### src/rtl/gdp_series_engine_if.sv
// gdp_series_engine_if: start/ack handshake, operands and result bus of the series engine
interface gdp_series_engine_if #(parameter int WIDTH = 8);
  logic start;
  logic ack;
  logic [1:0] mode;
  logic [WIDTH-1:0] n_input;
  logic busy;
  logic done;
  logic [WIDTH-1:0] result;
  logic overflow;
  modport master(output start, ack, mode, n_input, input busy, done, result, overflow);
  modport slave(input start, ack, mode, n_input, output busy, done, result, overflow);
endinterface

### src/rtl/gdp_series_engine.sv
// gdp_series_engine: width-generic multi-mode series accumulator with start/done/ack handshake
// GDP_SERIES_OVERFLOW_EN enables saturating accumulation with a sticky overflow flag
module gdp_series_engine #(parameter int WIDTH = 8) (
  input logic clock,
  input logic reset,
  gdp_series_engine_if.slave bus
);
  typedef enum logic [2:0] {IDLE, CHECK, ADD, DEC, DONE} state_t;
`ifdef GDP_SERIES_OVERFLOW_EN
  localparam int TW = WIDTH + 1;
  localparam int SW = WIDTH + 2;
  localparam logic [WIDTH-1:0] W_V = WIDTH[WIDTH-1:0];
`else
  localparam int TW = WIDTH;
  localparam int SW = WIDTH;
`endif
  state_t state, nxt;
  logic [WIDTH-1:0] n_reg, acc, nm1, acc_nxt;
  logic [1:0] mode_reg;
  logic [TW-1:0] term;
  logic [SW-1:0] sum;
  assign nm1 = n_reg - WIDTH'(1);
  // a shift past the term width yields 0, which is the correct modulo contribution
  always_comb begin
    term = mode_reg == 2'b00 ? TW'(n_reg) :
           mode_reg == 2'b01 ? TW'({n_reg, 1'b0}) :
           mode_reg == 2'b10 ? TW'(1) << nm1 : TW'(1);
    sum = SW'(acc) + SW'(term);
  end
`ifdef GDP_SERIES_OVERFLOW_EN
  logic ovf_reg, ovf_now;
  assign ovf_now = ovf_reg | (|sum[SW-1:WIDTH]) | term[WIDTH] | (mode_reg == 2'b10 && nm1 >= W_V);
  assign acc_nxt = ovf_now ? '1 : sum[WIDTH-1:0];
  assign bus.overflow = ovf_reg;
  always_ff @(posedge clock)
    if (reset || (state == IDLE && bus.start)) ovf_reg <= 1'b0;
    else if (state == ADD && ovf_now) ovf_reg <= 1'b1;
`else
  assign acc_nxt = sum;
  assign bus.overflow = 1'b0;
`endif
  always_ff @(posedge clock)
    if (reset) state <= IDLE;
    else state <= nxt;
  always_comb begin
    nxt = state;
    nxt = state == IDLE  ? (bus.start ? CHECK : IDLE) :
          state == CHECK ? (n_reg == '0 ? DONE : ADD) :
          state == ADD   ? DEC :
          state == DEC   ? (n_reg == WIDTH'(1) ? DONE : ADD) :
                           (bus.ack ? IDLE : DONE);
  end
  always_ff @(posedge clock)
    if (reset) begin
      n_reg <= '0;
      acc <= '0;
      mode_reg <= '0;
    end else if (state == IDLE && bus.start) begin
      n_reg <= bus.n_input;
      mode_reg <= bus.mode;
      acc <= '0;
    end else if (state == ADD) acc <= acc_nxt;
    else if (state == DEC) n_reg <= nm1;
  assign bus.busy = state == CHECK || state == ADD || state == DEC;
  assign bus.done = state == DONE;
  assign bus.result = state == DONE ? acc : '0;
endmodule

### src/flat_wrapper.sv
// flat-port wrapper written by rule: the top's interface ports become plain ports
module gdp_series_engine_flat 
#(parameter int WIDTH = 8)
  (clock, reset, bus_start, bus_ack, bus_mode, bus_n_input, bus_busy, bus_done, bus_result, bus_overflow);
  gdp_series_engine_if #(.WIDTH(WIDTH)) bus_i ();
  input logic clock;
  input logic reset;
  input wire logic [$bits(bus_i.start)-1:0] bus_start;
  input wire logic [$bits(bus_i.ack)-1:0] bus_ack;
  input wire logic [$bits(bus_i.mode)-1:0] bus_mode;
  input wire logic [$bits(bus_i.n_input)-1:0] bus_n_input;
  output wire logic [$bits(bus_i.busy)-1:0] bus_busy;
  output wire logic [$bits(bus_i.done)-1:0] bus_done;
  output wire logic [$bits(bus_i.result)-1:0] bus_result;
  output wire logic [$bits(bus_i.overflow)-1:0] bus_overflow;
  assign bus_i.start = bus_start;
  assign bus_i.ack = bus_ack;
  assign bus_i.mode = bus_mode;
  assign bus_i.n_input = bus_n_input;
  assign bus_busy = bus_i.busy;
  assign bus_done = bus_i.done;
  assign bus_result = bus_i.result;
  assign bus_overflow = bus_i.overflow;
  gdp_series_engine #(.WIDTH(WIDTH)) u_core (.clock(clock), .reset(reset), .bus(bus_i));
endmodule
### config.mk
export PLATFORM = sky130hd
export DESIGN_NAME = gdp_series_engine_flat
export DESIGN_NICKNAME = d
export VERILOG_FILES = /design/src/rtl/gdp_series_engine_if.sv /design/src/rtl/gdp_series_engine.sv /design/src/flat_wrapper.sv
export SDC_FILE = /design/constraint.sdc
export NUM_CORES = 1
export LEC_CHECK = 0
export CORE_MARGIN = 4
export CORE_UTILIZATION = 37
export DETAILED_ROUTE_END_ITERATION = 12
export GPL_TIMING_DRIVEN = 0
export HOLD_SLACK_MARGIN = 0.03
export SETUP_SLACK_MARGIN = 0.1
export SLEW_MARGIN = 20
export SYNTH_ARGS = -nofsm -noshare
export SYNTH_HDL_FRONTEND = slang
export SYNTH_SLANG_ARGS = --single-unit
### constraint.sdc
create_clock -name clock -period 12.1 [get_ports clock]
set_clock_uncertainty 0.2 [all_clocks]
set_input_delay 2.42 -clock clock [delete_from_list [all_inputs] [get_ports clock]]
set_output_delay 2.42 -clock clock [all_outputs]
set_load 0.02 [all_outputs]
-- Word-level counts from Yosys, hierarchy flattened
Index checks and enable logic that the tools add are counted.
- flip-flop bits (word level): 21
- input port bits: 14
- output and inout bits: 11
- logic and storage cells: 39
- add/subtract/negate cells: 2
- equal/unequal tests: 8
- shift-type cells: 1
- muxes and demuxes: 15
- reductions and logical operators: 9
- operators by type and width (kind ; count):
    $mux 8 ; 7
    $mux 3 ; 7
    $add 8x8->8 ; 1
    $eq 8x1->1 const B ; 1
    $logic_not 8->1 ; 1
    $shl 1x8->8 const A ; 1
    $sub 8x1->8 const B ; 1
    $eq 3x2->1 const B ; 2
    $eq 3x1->1 const B ; 1
    $eq 3x3->1 const B ; 1
    $logic_not 3->1 ; 1
    $eq 2x1->1 const B ; 1
    $eq 2x2->1 const B ; 1
    $logic_not 2->1 ; 1
    $logic_or 1x1->1 ; 2
    $ne 2x2->1 const B ; 1
    $reduce_and 2->1 ; 1
    $reduce_bool 2->1 ; 1
    $reduce_or 2->1 ; 1
    $logic_and 1x1->1 ; 1
    $mux 1 ; 1

-- Longest topological paths before layout
Gate-level depths: netlist of the first run.
- word-level depth: 6
- gate-level depth with buffers: 18
- mapped depth without buffers: 16

-- Worst setup path before layout of the first run
No wires, ideal clock.
- path type: register -> register
- start point: register u_core.n_reg[0]
- end point: register u_core.acc[7]
- setup time: 0.072 ns
- arrival: 3.547 ns
- required time: 11.828 ns
- path slack: 8.281 ns
- cell stages (with the launch flop): 18
- buffers on the path: 2
- clock period less this slack: 3.819 ns
- cell sequence: dfxtp_1 -> clkbuf_1 -> inv_1 -> ha_1 -> clkbuf_1 -> o21bai_1 -> a21oi_1 -> o2111ai_1 -> nor2_1 -> a21oi_1 -> o22ai_1 -> ha_1 -> a21oi_1 -> o21ai_0 -> a2111oi_0 -> o31ai_1 -> mux2i_1 -> mux2i_1
- word-level cells in the longest chain between the ends: 6
- RTL lines (what ; line ; source):
    start, declared ; gdp_series_engine.sv:18 ; logic [WIDTH-1:0] n_reg, acc, nm1, acc_nxt;
    start signal, assigned ; gdp_series_engine.sv:59 ; n_reg <= bus.n_input;
    start signal, assigned ; gdp_series_engine.sv:63 ; else if (state == DEC) n_reg <= nm1;
    $sub 8x1->8 ; gdp_series_engine.sv:22 ; assign nm1 = n_reg - WIDTH'(1);
    $shl 1x8->8 ; gdp_series_engine.sv:27 ; mode_reg == 2'b10 ? TW'(1) << nm1 : TW'(1);
    $mux 8 ; gdp_series_engine.sv:27 ;
    $mux 8 ; gdp_series_engine.sv:26 ; mode_reg == 2'b01 ? TW'({n_reg, 1'b0}) :
    $mux 8 * ; gdp_series_engine.sv:25 ; term = mode_reg == 2'b00 ? TW'(n_reg) :
    $add 8x8->8 * ; gdp_series_engine.sv:28 ; sum = SW'(acc) + SW'(term);
    end signal, assigned ; gdp_series_engine.sv:62 ; end else if (state == ADD) acc <= acc_nxt;
    end, declared ; gdp_series_engine.sv:18 ;
Mark *: on every way between the ends. The rest lies on a longest branch, timed or not.
A chain may end at the register's enable or synchronous reset.

-- Worst setup path in the final report of the first run
- start point: register u_core.state[1]
- end point: output bus_result[5]
- word-level cells in the longest chain between the ends: 2
- RTL lines (what ; line ; source):
    start, declared ; gdp_series_engine.sv:17 ; state_t state, nxt;
    start signal, assigned ; gdp_series_engine.sv:44 ; else state <= nxt;
    $eq 3x3->1 ; gdp_series_engine.sv:66 ; assign bus.result = state == DONE ? acc : '0;
    $mux 8 ; gdp_series_engine.sv:66 ;
    end, declared ; flat_wrapper.sv:14 ; output wire logic [$bits(bus_i.result)-1:0] bus_result;
Every way passes these cells.

==> out/qor.yml, run 1 <==
timing:
  tightest_slew_ps: 587
  setup_slack_ps: 7440
  max-slew-margin-rel_pct: 60.9
  timing.hold.ws_ps: 279
  finalHoldViolCount: 0
  finalSetupTns_ps: 0
  setup_violations: 0
  fmax_mhz: 215
  fin_crit_sh_pct: 38.5
  slew_viol_final: 0
  period_minus_slack_ps: 4660
  rsz0062_at_grt: "no"
setup_path:
  crit_path_cell_trace: "clkbuf_1 -> nor2_1 -> clkbuf_1 -> and3_1 -> clkdlybuf4s50_1"
  reg2reg_from: "u_core.n_reg[0]"
  r2r_cells: 17
  critPathRequiredTime_ps: 9480
  arrival_ps: 2040
  regToRegSetupSlack_ps: 7510
  worst_r2r_endpoint: "u_core.acc[7]"
  worstSetupEndpointType: "output pin"
  crit_buf_inv: 3
  worst-path-stages: 5
  path_common_cell: "clkbuf_1"
  criticalPathCategory: "register to output pin"
  slowest_delay_ps: 600
  critPathCapture: "bus_result[5]"
  critPathLaunchType: "register"
  crit_family: "buffers and inverters"
  startpoint: "u_core.state[1]"
  cp_max_fo: 10
  crit_path_top_delay_cell: "clkdlybuf4s50_1"
cells_and_area:
  syn2layout_area_growth_pct: 19.7
  design_area_um2: 2080
  final_common_cell: "nand2_1"
  num-nets-final: 296
  final_cell_mix: "28 x nand2_1, 26 x nor2_1, 23 x a21oi_1, 23 x clkdlybuf4s50_1, 21 x dfxtp_1"
  antenna_cells: 0
  drive_above_1_share_pct: 4.85
global_route:
  antenna_found_initial: 0
  grt_pass1_wl_um: 7590
  grt_pass1_vias: 1629
  grt_max_degree: 13
  grt.overflow.total: 0
  grt_usage_pct: 15.4
yosys:
  yosysSeqAreaShare_pct: 24.2
  synth_top_flop_cell: "dfxtp_1"
  syn_area_um2: 1740
  syn-num-nets: 268
  ys_types: 50
  ys_seq_elements: 21
  synth_warnings: 0
  synth.avg_cell_area_um2: 7.21
  async_flop_share_pct: 0
  syn_inst: 241
  synth_edf_count: 0
die:
  dieArea_um2: 5850
  core_area_um2: 4440
  rows: 24
  ios: 25
  die_w_um: 76.5
  start_util_pct: 39.1
  die_h_um: 76.5
power_and_ir_drop:
  peakVddDrop_v: 0.0000426
  power_density_nw_per_um2: 109
  leakagePower_nw: 0.802
clock_network:
  htreeDepth: 1
  cts_buffer_depth: 2
  cts_root_buffer: "clkbuf_8"
  cts_tree: "built"
  postCtsSetupBuffers: 0
  cts_num_sinks: 21
  path_clk_slew_ps: 90
  worst_skew_pair.late_latency_ps: 270
  ctsHoldBuffers: 0
  cts-resized-gates: 0
  cts_buffers: 3
routing:
  totalWireLength_um: 4450
  via_per_inst: 5.58
  antenna_left: 0
  dr.pass1.iters: 4
  drc: 0
  dr_total_vias: 1787
  drt_iter0_markers: 99
  drt-wirelength-per-cell_um: 13.9
place:
  port-buffer-count: 23
  hpwlAfterDp_um: 3390
  place_congestion: 0.841
  placed_cell_area_um2: 2030
  place_ws_ps: 7570
run:
  drv_cap: 0
min_path:
  hold_path_class: "register to register"
status:
  status: "complete, no violations"
-- kinds of logic (layout without fill, tap and decap cells) --
logic type / after synthesis / in the layout / share of synthesized area [%]
other: 1 / 1 / 0.216
and+or+nand+nor: 93 / 93 / 25.9
xor gates and xnor gates: 7 / 7 / 3.53
buffers and inverters: 29 / 56 / 6.99
adders and majority gates: 13 / 13 / 9.80
DFF: 21 / 21 / 24.2
AOI/OAI and AO/OA: 73 / 73 / 27.0
muxes: 4 / 4 / 2.31
-- stage by stage --
step / power [mW] / util [%] / instances
2_1_floorplan: 0.151 / - / 241
3_3_place_gp: 0.175 / 45.7 / 316
3_5_place_dp: 0.176 / 45.7 / 316
4_1_cts: 0.226 / 46.8 / 320
5_1_grt: 0.242 / 46.8 / 320
6_report: 0.226 / 46.8 / 320
-- synth_stat cells (2+ instances only) --
library cell	count	area [um2]
nand2_1	28	105
nor2_1	26	97.6
a21oi_1	23	115
dfxtp_1	21	420
o21ai_0	16	80.1
clkbuf_1	15	56.3
ha_1	12	150
inv_1	11	41.3
and3_1	8	50.1
nor3_1	6	30.0
a211oi_1	5	37.5
a31oi_1	4	25.0
mux2i_1	4	40.0
xor2_1	4	35.0
a22oi_1	3	22.5
and2_1	3	18.8
nand3_1	3	15.0
nor3b_1	3	22.5
nor4_1	3	18.8
o21bai_1	3	22.5
o22ai_1	3	18.8
or3_1	3	18.8
xnor2_1	3	26.3
a22o_1	2	17.5
nand4_1	2	12.5
nor2b_1	2	12.5
o31ai_1	2	15.0
-- how the worst min path moves through the flow --
stage | start | endpoint | slack [ps] | cells past startpoint
after floorplan | u_core.acc[7] | u_core.acc[7] | 240 | 2
after global placement | u_core.acc[0] | u_core.acc[0] | 260 | 2
after detailed placement | u_core.acc[4] | u_core.acc[4] | 270 | 2
after CTS | u_core.acc[4] | u_core.acc[4] | 280 | 2
after global routing | u_core.acc[7] | u_core.acc[7] | 310 | 2
final | u_core.acc[4] | u_core.acc[4] | 280 | 2
-- tightest hold or removal path, cell delays in order (launching register included) --
cell and delay [ps]:
dfxtp_1 330, nand2_1 60, a21oi_1 50
-- final cells by class --
cell class,count,area [um2]
fillers,475,2370
multi-input cells,191,1190
flip-flops and latches,21,420
repair buffers,23,230
plain buffers,18,80.1
well taps,52,65.1
clock buffers,3,41.3
inverters,11,41.3
clock inverters,1,5.00
-- where the power goes --
group	switching (mW)	internal [mW]	leakage [nW]	total, mW
clock	0.0272	0.0230	0.0255	0.0502
sequential	0.00645	0.0741	0.171	0.0805
combinational	0.0562	0.0387	0.606	0.0949
total	0.0899	0.136	0.802	0.226
-- per-layer routing --
layer / global-route usage (%) / wire length [um]
met1: 22.6 / 2220
met2: 23.6 / 1970
met4: 3.26 / 34
met5: 0 / 0
met3: 2.25 / 232
Power figures use the tool's default switching activity.
==> run 2, diff against run 1 <==
==> constraint.sdc (replaced) <==
create_clock -name clock -period 4.3 [get_ports clock]
set_clock_uncertainty 0.2 [all_clocks]
set_input_delay 0.86 -clock clock [delete_from_list [all_inputs] [get_ports clock]]
set_output_delay 0.86 -clock clock [all_outputs]
set_load 0.02 [all_outputs]
==> out/qor.yml, run 2 (synthesized netlist as in run 1, its figures left out) <==
status:
  status: "complete, no violations"  # unchanged
power_and_ir_drop:
  power_mw: 0.644  # was 0.226 mW
  peakVddDrop_v: 0.000124  # was 0.0000426 V
  power_density_nw_per_um2: 305  # was 109 nW/um2
  leakagePower_nw: 0.816  # was 0.802 nW
cells_and_area:
  num-nets-final: 296  # unchanged
  final_cell_mix: "28 x nand2_1, 26 x nor2_1, 23 x clkdlybuf4s50_1"  # was 28 x nand2_1, 26 x nor2_1, 23 x a21oi_1, 23 x clkdlybuf4s50_1, 21 x dfxtp_1
  final_common_cell: "nand2_1"  # unchanged
  design_area_um2: 2110  # was 2080 um2
  drive_above_1_share_pct: 7.84  # was 4.85%
  fin_util_pct: 47.5  # was 46.8%
  antenna_cells: 0  # unchanged
  n_fill_cell: 473  # was 475
  layout.cells.non_filler: 320  # unchanged
  syn2layout_area_growth_pct: 21.5  # was 19.7%
die:
  die_w_um: 76.5  # unchanged
  start_util_pct: 39.1  # unchanged
  ios: 25  # unchanged
  rows: 24  # unchanged
  die_h_um: 76.5  # unchanged
  dieArea_um2: 5850  # unchanged
  core_area_um2: 4440  # unchanged
setup_path:
  crit_path_top_delay_cell: "or4_1"  # was clkdlybuf4s50_1
  criticalPathCategory: "register to register"  # was register to output pin
  worstSetupEndpointType: "register"  # was output pin
  cp_max_fo: 10  # unchanged
  crit_path_cell_trace: "clkbuf_4 -> inv_1 -> ha_1 -> clkbuf_2 -> nor3b_1 -> a32o_1 -> o2111ai_2 -> nor2_1 -> a221oi_1 -> nor2_1 -> ha_1 -> nor2_1 -> nor2_1 -> a2111oi_2 -> or4_1 -> mux2i_1 -> mux2i_1"  # was clkbuf_1 -> nor2_1 -> clkbuf_1 -> and3_1 -> clkdlybuf4s50_1
  critPathLaunchType: "register"  # unchanged
  path_common_cell: "nor2_1"  # was clkbuf_1
  slowest_delay_ps: 500  # was 600 ps
  crit_family: "simple AND/OR/NAND/NOR gates"  # was buffers and inverters
  reg2reg_from: "u_core.n_reg[0]"  # unchanged
  critPathRequiredTime_ps: 4310  # was 9480 ps
  startpoint: "u_core.n_reg[0]"  # was u_core.state[1]
  arrival_ps: 3920  # was 2040 ps
  crit_buf_inv: 3  # unchanged
timing:
  slew_viol_final: 0  # unchanged
  tightest_slew_ps: 573  # was 587 ps
  max-slew-margin-rel_pct: 61.8  # was 60.9%
  setup_slack_ps: 380  # was 7440 ps
  finalHoldViolCount: 0  # unchanged
  finalSetupTns_ps: 0  # unchanged
  fin_crit_sh_pct: 91.2
  timing.hold.ws_ps: 279  # about the same
  rsz0062_at_grt: "no"  # unchanged
  setup_violations: 0  # unchanged
  period_minus_slack_ps: 3920
  fmax_mhz: 255
routing:
  totalWireLength_um: 4500  # was 4450 um
  dr.pass1.iters: 4  # unchanged
  drc: 0  # unchanged
  antenna_left: 0  # unchanged
  drt_iter0_markers: 109  # was 99
  via_per_inst: 5.51  # was 5.58
  drt-wirelength-per-cell_um: 14.1  # was 13.9 um
  dr_total_vias: 1764  # was 1,787
place:
  port-buffer-count: 23  # unchanged
  dp.cells: 316  # unchanged
  placed_cell_area_um2: 2030  # unchanged
  place_congestion: 0.841  # unchanged
  hpwlAfterDp_um: 3390  # unchanged
  place_ws_ps: -217  # was 7570 ps
clock_network:
  cts_buffers: 3  # unchanged
  cts_num_sinks: 21  # unchanged
  cts_root_buffer: "clkbuf_8"  # unchanged
  cts_tree: "built"  # unchanged
  cts_buffer_depth: 2  # unchanged
  path_clk_slew_ps: 90  # about the same
  htreeDepth: 1  # unchanged
  postCtsSetupBuffers: 0  # unchanged
  worst_skew_pair.late_latency_ps: 270  # about the same
  ctsHoldBuffers: 0  # unchanged
global_route:
  grt_max_degree: 13  # unchanged
  antenna_found_initial: 0  # unchanged
  met3_usage_pct: 2.25  # unchanged
  grt_pass1_wl_um: 7630  # was 7590 um
  gr-max-usage-layer: "met2"  # unchanged
  grt_usage_pct: 15.4  # about the same
  grt.overflow.total: 0  # unchanged
  grtUsageMet1_pct: 22.7  # was 22.6%
  met2_usage_pct: 23.6  # about the same
  grt_pass1_vias: 1639  # was 1,629
run:
  drv_cap: 0  # unchanged
min_path:
  hold_path_class: "register to register"  # unchanged
  min_from: "u_core.acc[4]"  # unchanged
run 2: repair_timing:
| item | CTS | global route |
|---|---|---|
| pin swaps | 1 | 2 |
| hold endpoints to repair | 0 | 0 |
| resized for setup | 5 | 9 |
| setup endpoints to repair | 2 | 3 |
run 2: where the power goes:
part	leakage (nW)	switching, mW	internal [mW]
clock	0.0255	0.0763	0.0648
sequential	0.172	0.0183	0.209
combinational	0.619	0.163	0.112
total	0.816	0.258	0.386
run 2: metal layers:
layer  share of wire [%]  up-vias
met3                 4.3        2
met2                  45       35
met5                   0        -
met4                0.53        0
li1                    -      912
met1                  50      815
run 2: final timing paths:
| path | end | slack (ps) | depth (start not counted) |
|---|---|---|---|
| worst max register to register | u_core.acc[7] | 380 | 17 |
| worst max-delay path | u_core.acc[7] | 380 | 17 |
| worst min register to register | u_core.acc[4] | 280 | 2 |
| worst min-delay path | u_core.acc[4] | 280 | 2 |
run 2: layout make-up:
type                            instances  area, um2  area share (%)
Multi-Input combinational cell        191       1220            57.9
Timing Repair Buffer                   23        230            10.9
Buffer                                 18       85.1            4.03
Clock inverter                          1       5.00           0.237
Tap cell                               52       65.1            3.08
Sequential cell                        21        422            20.0
Clock buffer                            3       41.3            1.96
Inverter                               11       41.3            1.96
run 2: tightest hold or removal path: cells and delay by family, from the launching register on:
family | cells | cell delay, ps
flops | 1 | 330
simple gates | 1 | 60
compound gates | 1 | 50
==> run 3, diff against run 2 <==
--- a/config.mk
+++ b/config.mk
@@ -10,7 +10,6 @@
 export DETAILED_ROUTE_END_ITERATION = 12
 export GPL_TIMING_DRIVEN = 0
 export HOLD_SLACK_MARGIN = 0.03
-export SETUP_SLACK_MARGIN = 0.1
 export SLEW_MARGIN = 20
 export SYNTH_ARGS = -nofsm -noshare
 export SYNTH_HDL_FRONTEND = slang
==> out/qor.yml, run 3 (synthesized netlist as in run 1, its figures left out) <==
clock_network:
  path_clk_slew_ps: 90  # about the same
  cts_buffer_depth: 2  # unchanged
  cts_buffers: 3  # unchanged
  cts_tree: "built"  # unchanged
  cts_num_sinks: 21  # unchanged
  worst_skew_pair.late_latency_ps: 270  # about the same
  cts_root_buffer: "clkbuf_8"  # unchanged
  postCtsSetupBuffers: 0  # unchanged
  htreeDepth: 1  # unchanged
global_route:
  grt_usage_pct: 15.4  # about the same
  grt_pass1_wl_um: 7620  # was 7630 um
  grt.overflow.total: 0  # unchanged
  antenna_found_initial: 0  # unchanged
  grt_max_degree: 13  # unchanged
  grt_pass1_vias: 1636  # was 1,639
place:
  hpwlAfterDp_um: 3390  # unchanged
  port-buffer-count: 23  # unchanged
  place_congestion: 0.841  # unchanged
  place_ws_ps: -217  # unchanged
cells_and_area:
  drive_above_1_share_pct: 7.09  # was 7.84%
  final_cell_mix: "28 x nand2_1, 26 x nor2_1, 23 x a21oi_1, 23 x clkdlybuf4s50_1, 20 x dfxtp_1"  # was 28 x nand2_1, 26 x nor2_1, 23 x clkdlybuf4s50_1
  fin_util_pct: 47.3  # was 47.5%
  antenna_cells: 0  # unchanged
  num-nets-final: 296  # unchanged
  final_common_cell: "nand2_1"  # unchanged
  syn2layout_area_growth_pct: 21.1  # was 21.5%
timing:
  setup_violations: 0  # unchanged
  finalHoldViolCount: 0  # unchanged
  fmax_mhz: 251  # was 255 MHz
  fin_crit_sh_pct: 92.6  # was 91.2%
  max-slew-margin-rel_pct: 61.1  # was 61.8%
  rsz0062_at_grt: "no"  # unchanged
  tightest_slew_ps: 584  # was 573 ps
  setup_slack_ps: 317  # was 380 ps
  slew_viol_final: 0  # unchanged
  period_minus_slack_ps: 3980  # was 3920 ps
die:
  die_w_um: 76.5  # unchanged
  die_h_um: 76.5  # unchanged
  core_area_um2: 4440  # unchanged
  ios: 25  # unchanged
  rows: 24  # unchanged
  start_util_pct: 39.1  # unchanged
  dieArea_um2: 5850  # unchanged
setup_path:
  crit_path_cell_trace: "clkbuf_4 -> inv_1 -> ha_1 -> clkbuf_2 -> o21bai_1 -> a21oi_1 -> o2111ai_2 -> nor2_1 -> o21ai_0 -> o21ai_0 -> ha_1 -> a21oi_1 -> o21ai_1 -> a2111oi_2 -> or4_1 -> mux2i_1 -> mux2i_1"  # was clkbuf_4 -> inv_1 -> ha_1 -> clkbuf_2 -> nor3b_1 -> a32o_1 -> o2111ai_2 -> nor2_1 -> a221oi_1 -> nor2_1 -> ha_1 -> nor2_1 -> nor2_1 -> a2111oi_2 -> or4_1 -> mux2i_1 -> mux2i_1
  cp_max_fo: 10  # unchanged
  crit_family: "compound AO/OA/AOI/OAI gates"  # was simple AND/OR/NAND/NOR gates
  criticalPathCategory: "register to register"  # unchanged
  crit_buf_inv: 3  # unchanged
  critPathLaunchType: "register"  # unchanged
  critPathRequiredTime_ps: 4310  # about the same
  arrival_ps: 3990  # was 3920 ps
  worstSetupEndpointType: "register"  # unchanged
  crit_path_top_delay_cell: "or4_1"  # unchanged
  slowest_delay_ps: 500  # about the same
power_and_ir_drop:
  peakVddDrop_v: 0.000121  # was 0.000124 V
  power_density_nw_per_um2: 305  # about the same
  leakagePower_nw: 0.814  # was 0.816 nW
min_path:
  hold_path_class: "register to register"  # unchanged
status:
  status: "complete, no violations"  # unchanged
routing:
  via_per_inst: 5.57  # was 5.51
  dr_total_vias: 1781  # was 1,764
  totalWireLength_um: 4500  # about the same
  antenna_left: 0  # unchanged
  drt-wirelength-per-cell_um: 14.1  # about the same
  drc: 0  # unchanged
  drt_iter0_markers: 91  # was 109
  dr.pass1.iters: 4  # unchanged
run:
  drv_cap: 0  # unchanged
[run 3: layout make-up]
| type | instances | area (um2) |
|---|---|---|
| Clock buffer | 3 | 41.3 |
| Multi-Input combinational cell | 191 | 1210 |
| Timing Repair Buffer | 23 | 230 |
| Tap cell | 52 | 65.1 |
| Buffer | 18 | 85.1 |
| Inverter | 11 | 41.3 |
| Sequential cell | 21 | 422 |
| Clock inverter | 1 | 5.00 |
| Fill cell | 473 | 2340 |
[run 3: worst paths after layout]
path,start,end,slack (ps),cells past startpoint
min,u_core.acc[4],u_core.acc[4],280,2
max reg2reg,u_core.n_reg[0],u_core.acc[7],320,17
max,u_core.n_reg[0],u_core.acc[7],320,17
min reg2reg,u_core.acc[4],u_core.acc[4],280,2
[run 3: power breakdown]
| group | total, mW | internal [mW] | leakage [nW] | switching, mW |
|---|---|---|---|---|
| logic | 0.273 | 0.112 | 0.616 | 0.162 |
| clock network | 0.141 | 0.0648 | 0.0255 | 0.0759 |
| registers | 0.227 | 0.209 | 0.172 | 0.0186 |
[run 3: layer usage]
| metal | share of wire (%) | track usage (%) | vias to the layer above |
|---|---|---|---|
| met5 | 0 | 0 | - |
| met2 | 45 | 23.6 | 39 |
| met1 | 50 | 22.6 | 830 |
| met4 | 0.75 | 3.26 | 0 |
| met3 | 4.3 | 2.25 | 4 |
| li1 | - | - | 908 |
[run 3: worst min-delay path, cell delays in order, from the launching register on]
cell	delay, ps
dfxtp_1	330
nand2_1	60
a21oi_1	50
[run 3: repair_timing]
action / CTS / global route
pin swaps: 1 / 1
hold buffers: 0 / 0
setup endpoints to repair: 1 / 2
gates resized for setup: 4 / 7
[run 3: stage by stage]
step / hold WS [ps] / cells / TNS, ps / cell area, um2 / power, mW
finish: 279 / 320 / 0 / 2100 / 0.641
global route: 313 / 320 / 0 / 2100 / 0.685
CTS: 281 / 320 / 0 / 2090 / 0.636
detailed placement: 269 / 316 / -217 / 2030 / 0.494
global placement: 263 / 316 / -164 / 2030 / 0.494
floorplan: 239 / 241 / 0 / 1740 / 0.426
